`src/rtl/pipe_hazard_ctrl.sv`:
```
// Pipeline hazard controller: load-use and branch-operand interlocks,
// multi-cycle EX sequencing and a saturating stall-cycle counter.
module pipe_hazard_ctrl #(
    parameter int REG_W     = 5,
    parameter int MULTI_LAT = 4,
    parameter int CNT_W     = 32
) (
    input  logic             Clk,
    input  logic             Reset,
    input  logic             id_valid,
    input  logic [REG_W-1:0] id_rs,
    input  logic [REG_W-1:0] id_rt,
    input  logic             id_uses_rs,
    input  logic             id_uses_rt,
    input  logic             id_branch,
    input  logic             id_multi,
    input  logic             branch_taken,
    input  logic             jump,
    input  logic             ex_regwrite,
    input  logic             ex_memread,
    input  logic [REG_W-1:0] ex_wreg,
    input  logic             mem_memread,
    input  logic [REG_W-1:0] mem_wreg,
    output logic             pc_write,
    output logic             ifid_write,
    output logic             ifid_flush,
    output logic             idex_bubble,
    output logic             busy,
    output logic [CNT_W-1:0] stall_count
);

    localparam logic [0:0] RUN   = 1'b0;
    localparam logic [0:0] MULTI = 1'b1;

    localparam int MW = $clog2(MULTI_LAT);
    localparam logic [MW-1:0] MSTART = MW'(MULTI_LAT - 2);

    logic [0:0]       state_q, state_d;
    logic [MW-1:0]    mcnt_q, mcnt_d;
    logic [CNT_W-1:0] cnt_q, cnt_d;

    logic m_ex, m_mem;
    logic load_use, br_ex, br_mem, stall;
    logic stall_cyc;

    // Register 0 is hardwired and never creates a dependency.
    function automatic logic match(
        input logic [REG_W-1:0] r,
        input logic [REG_W-1:0] rs,
        input logic [REG_W-1:0] rt,
        input logic             urs,
        input logic             urt
    );
        return (r != '0) && ((urs && (r == rs)) || (urt && (r == rt)));
    endfunction

    assign m_ex  = match(ex_wreg, id_rs, id_rt, id_uses_rs, id_uses_rt);
    assign m_mem = match(mem_wreg, id_rs, id_rt, id_uses_rs, id_uses_rt);

    assign load_use = id_valid && ex_memread && m_ex;
    assign br_ex    = id_valid && id_branch && ex_regwrite && m_ex;
    assign br_mem   = id_valid && id_branch && mem_memread && m_mem;
    assign stall    = load_use || br_ex || br_mem;

    assign stall_cyc = ((state_q == RUN) && stall) || (state_q == MULTI);

    // Next state: multi-cycle issue from RUN, countdown in MULTI.
    always_comb begin
        state_d = state_q;
        mcnt_d  = mcnt_q;
        case (state_q)
            RUN: begin
                if (!stall && id_valid && id_multi) begin
                    state_d = MULTI;
                    mcnt_d  = MSTART;
                end
            end
            MULTI: begin
                if (mcnt_q == '0) begin
                    state_d = RUN;
                end else begin
                    mcnt_d = mcnt_q - MW'(1);
                end
            end
            default: state_d = RUN;
        endcase
    end

    // Control outputs; held in the safe stalled pattern while in reset.
    always_comb begin
        pc_write    = 1'b0;
        ifid_write  = 1'b0;
        ifid_flush  = 1'b0;
        idex_bubble = 1'b1;
        busy        = 1'b0;
        if (Reset) begin
            if (state_q == MULTI) begin
                busy = 1'b1;
            end else if (!stall) begin
                pc_write    = 1'b1;
                ifid_write  = 1'b1;
                idex_bubble = 1'b0;
                ifid_flush  = jump || (id_branch && branch_taken);
            end
        end
    end

    // Saturating stall counter: sticks at all-ones.
    always_comb begin
        cnt_d = cnt_q;
        if (stall_cyc && (cnt_q != '1)) begin
            cnt_d = cnt_q + CNT_W'(1);
        end
    end

    // State, multi-cycle countdown and counter registers.
    always_ff @(posedge Clk or negedge Reset) begin
        if (!Reset) begin
            state_q <= RUN;
            mcnt_q  <= '0;
            cnt_q   <= '0;
        end else begin
            state_q <= state_d;
            mcnt_q  <= mcnt_d;
            cnt_q   <= cnt_d;
        end
    end

    assign stall_count = cnt_q;

endmodule

```
`config.mk`:
```
export PLATFORM = sky130hd
export DESIGN_NAME = pipe_hazard_ctrl
export DESIGN_NICKNAME = d
export VERILOG_FILES = /design/src/rtl/pipe_hazard_ctrl.sv
export SDC_FILE = /design/constraint.sdc
export NUM_CORES = 1
export LEC_CHECK = 0
export CAP_MARGIN = 20
export CORE_MARGIN = 2
export CORE_UTILIZATION = 50
export CTS_CLUSTER_DIAMETER = 60
export DETAILED_ROUTE_END_ITERATION = 8
export PLACE_DENSITY = 0.95
export SLEW_MARGIN = 20
export SYNTH_ARGS = -nofsm -noshare
export SYNTH_HDL_FRONTEND = slang
export SYNTH_SLANG_ARGS = --single-unit
```
`constraint.sdc`:
```
create_clock -name Clk -period 4.8 [get_ports Clk]
set_input_delay 0.72 -clock Clk [delete_from_list [all_inputs] [get_ports Clk]]
set_output_delay 0.72 -clock Clk [all_outputs]
set_load 0.02 [all_outputs]
```
After elaboration in Yosys (flattened, before gate mapping). Index checks and enable logic that the tools add are counted.

Bits in registers: 35. Input port bits: 32. Output and inout port bits: 37. Word-level logic and storage cells: 59.

$add $sub $neg: 2. Equal/unequal tests: 7. Mux-type cells: 17. Bitwise logic cells: 1. Reduce and logical (&&, ||, !) cells: 29.

Operators with widths (count): $add A32 B1 Y32 const B (1); $ne A32 B32 Y1 const B (1); $eq A5 B5 Y1 (4); $logic_and A1 B1 Y1 (18); $mux W1 (13); $reduce_bool A5 Y1 (2); $logic_or A1 B1 Y1 (6); $mux W2 (2); $pmux W2 S2 (1); $logic_not A2 Y1 (1); $ne A2 B1 Y1 const B (1); $ne A2 B2 Y1 const B (1); $pmux W1 S2 (1); $reduce_and A2 Y1 (1); $sub A2 B1 Y2 const B (1); $logic_not A1 Y1 (1); $not A1 Y1 (1).

Depth between registers and ports, before layout.
Word-level depth: 12. Depth in mapped cells: 9. Mapped depth without buffers: 7.

Worst setup path before layout. No wires, ideal clock.

Path kind: input to output. Start point: in ex_wreg[1]. End point: out ifid_flush. Arrival time: 2368 ps. Data required time: 4080 ps. Setup slack: 1712 ps. Cell stages on the path: 7. Path through: or4_1 nor2_1 nor3b_1 a221oi_4 buf_6 nand2_2 nor2_1.

Longest elaborated chain between the ends: 10. Elaborated cells between the ends (all ways): 14.

RTL lines: start, declared (line 21) `input logic [REG_W-1:0] ex_wreg,`; $eq A5 B5 Y1 (line 54) `return (r != '0) && ((urs && (r == rs)) || (urt && (r == rt)));`; $logic_and A1 B1 Y1 (line 54); $logic_or A1 B1 Y1 (line 54); $logic_and A1 B1 Y1 (*) (line 54); $logic_and A1 B1 Y1, on equally long branches (line 60, 61); $logic_or A1 B1 Y1 (*) (2 in a row) (line 63) `assign stall = load_use || br_ex || br_mem;`; $mux W1 (*) (line 99) `end else if (!stall) begin`; $mux W1 (*) (line 97) `if (state_q == MULTI) begin`; $mux W1 (*) (line 96) `if (Reset) begin`; end, declared (line 26) `output logic ifid_flush,`.

Mark *: on every way between the ends. The rest lies on a longest branch, timed or not.

Worst setup path in the final report. Ends and elaborated chain as after synthesis.

==> flow_summary.toml <==
[run_status]
status = "finished clean"

[routing]
drc = 0
routed_wl_mm = 5.36
viasPerCell = 5.75
dr.first_iter.drc_count = 118
vias = 1886
post_drt_wl_per_cell_um = 16.3
drtPass1Iterations = 4
ant_nets = 0

[critical_path]
critPathMaxFanout = 3
required_ns = 4.08
crit_path_start_kind = "primary input"
end_kind = "output port"
worstSetupStartpoint = "ex_wreg[1]"
critPathArrivalTime_ns = 3.00
crit_type = "in2out"
regToRegStartpoint = "stall_count[0]"

[power]
p_leak_nw = 1.24
peakVddDrop_uv = 178
power_mw = 0.995
p_per_area_mw_per_mm2 = 342

[place]
dp_hpwl_mm = 4.11
placed_cell_area_mm2 = 0.00282
place_inst = 321
io_buffers = 68
gp_congestion = 0.981
place_ws_ns = 1.08

[finish]
final_util_pct = 71.6
diodes = 0
stdcell_count = 328
drive_gt1_share_pct = 8.27
num-nets-final = 312
fin_area_mm2 = 0.00291
syn_to_final_growth_pct = 36.7

[yosys]
synth.distinct_cells = 35
syn_area_per_cell_um2 = 10.1
syn_inst = 210
synth_top_area_share_pct = 41.2
async_flop_share_pct = 100
synth_area_mm2 = 0.00212
ys_seq_area_share_pct = 41.2
ys.flop_type = "dfrtp_1"
synth_area_leaders = "dfrtp_1 (41%), xor2_1 (11%), xnor2_1 (9.9%)"
synth_edf_count = 0
synth_nets = 244
yosysWarnings = 0
synthTopCellsByCount = "dfrtp_1 (35), xor2_1 (27), xnor2_1 (24), nand2_1 (20)"
ys_ff_latch = 35
synth_most_common_cell = "dfrtp_1"
yosys.area.top_type = "dfrtp_1"

[sta]
tns_ns = 0
tightest_slew_ns = 0.694
rsz0062_at_grt = "false"
period_share_pct = 77.5
slew_violations = 0
period_minus_slack_ns = 3.72
timing.fmax_mhz = 269
hold_viol_final = 0
fin_hold_ws_ns = 0.501
skew_ns = 0.00353
slew_headroom_pct = 53.5
setup_slack_ns = 1.08
setup_viol = 0

[clock_tree]
cts_resized = 0
clk_latency_ns = 0.29
h-tree-depth = 2
cts_made_buffers = 5
clock-sinks = 35
cts_buffer_depth = 2
postCtsSetupRepairBufs = 0
root_buffer = "clkbuf_8"
clk_pin_slew_ns = 0.07
cts_tree = "built"
cts_hold_buf = 0

[min_path]
holdCritPathClass = "reg2reg"
min-delay-start = "stall_count[12]"

[grt]
grt_max_degree = 33
grt_remaining_overflow = 0
grt_pass1_wl_mm = 9.23
grt_pass1_vias = 1907
antenna_found_initial = 0
grt.total_usage_pct = 24.2

[run]
drv_cap = 0

[floorplan]
fp.dieH_um = 69.2
core-area_mm2 = 0.00406
rows = 23
ios = 69
dieArea_mm2 = 0.00479
die_w_um = 69.2
start_util_pct = 52.4
placed cells by master, fill, tap and decap left out, types with 4 or more instances in the layout:
master	instances
clkbuf_8	6
nand3_1	14
nand4_1	11
nor3_1	12
dfrtp_1	35
inv_1	5
xnor2_1	24
nand2_1	20
nor2_1	6
xor2_1	27
nor4b_2	4
clkdlybuf4s50_1	68
nor4_1	14
cell type report:
class / count / area, um^2
tap: 50 / 62.6
timing repair buffer: 70 / 696
clock inverter: 1 / 5.00
inverter: 6 / 22.5
multi-input combinational: 160 / 1160
fill: 308 / 1150
clock buffer: 6 / 82.6
sequential: 35 / 876
worst paths after layout:
kind                                   end  slack [ns]  depth (start not counted)
max reg2reg                 stall_count[1]        2.09                          7
min                        stall_count[12]        0.50                          1
max                             ifid_flush        1.08                          8
max in group asynchronous  stall_count[20]        3.42                          2
min in group asynchronous  stall_count[29]        0.68                          1
min reg2reg                stall_count[12]        0.50                          1
worst max-delay path, stage by stage:
cell,delay (ns)
clkdlybuf4s50_1,0.46
or4_1,0.55
nor2_1,0.12
nor3b_1,0.08
a221oi_4,0.25
nand2_2,0.10
nor2_1,0.11
clkdlybuf4s50_1,0.60
routing by layer:
| layer | share of wire (%) | GRT usage [%] | wire (um) |
|---|---|---|---|
| met3 | 6.0 | 6.10 | 322 |
| met5 | 0 | 0 | 0 |
| met4 | 2.7 | 10.7 | 145 |
| met1 | 41 | 30.4 | 2210 |
| met2 | 50 | 39.5 | 2690 |
cells by family (layout without fill, tap and decap cells):
kind of cell    count (synthesis)  in the layout  share of synthesized area [%]
compound gates                  9              9                           3.89
flops                          35             35                           41.2
mux                             1              1                          0.707
xor+xnor                       51             51                           21.0
fa+ha+maj                       2              2                           1.18
simple gates                   97             97                           27.5
buf+inv                        15             83                           4.48
sequential cells by signal, summed over array words and instances, names as in the netlist:
register / cells
state_q: 1
stall_count: 32
mcnt_q: 2
where the power goes:
group / switching, mW / internal (mW)
registers: 0.0498 / 0.339
logic: 0.205 / 0.185
clock network: 0.103 / 0.112
Power figures use the tool's default switching activity.
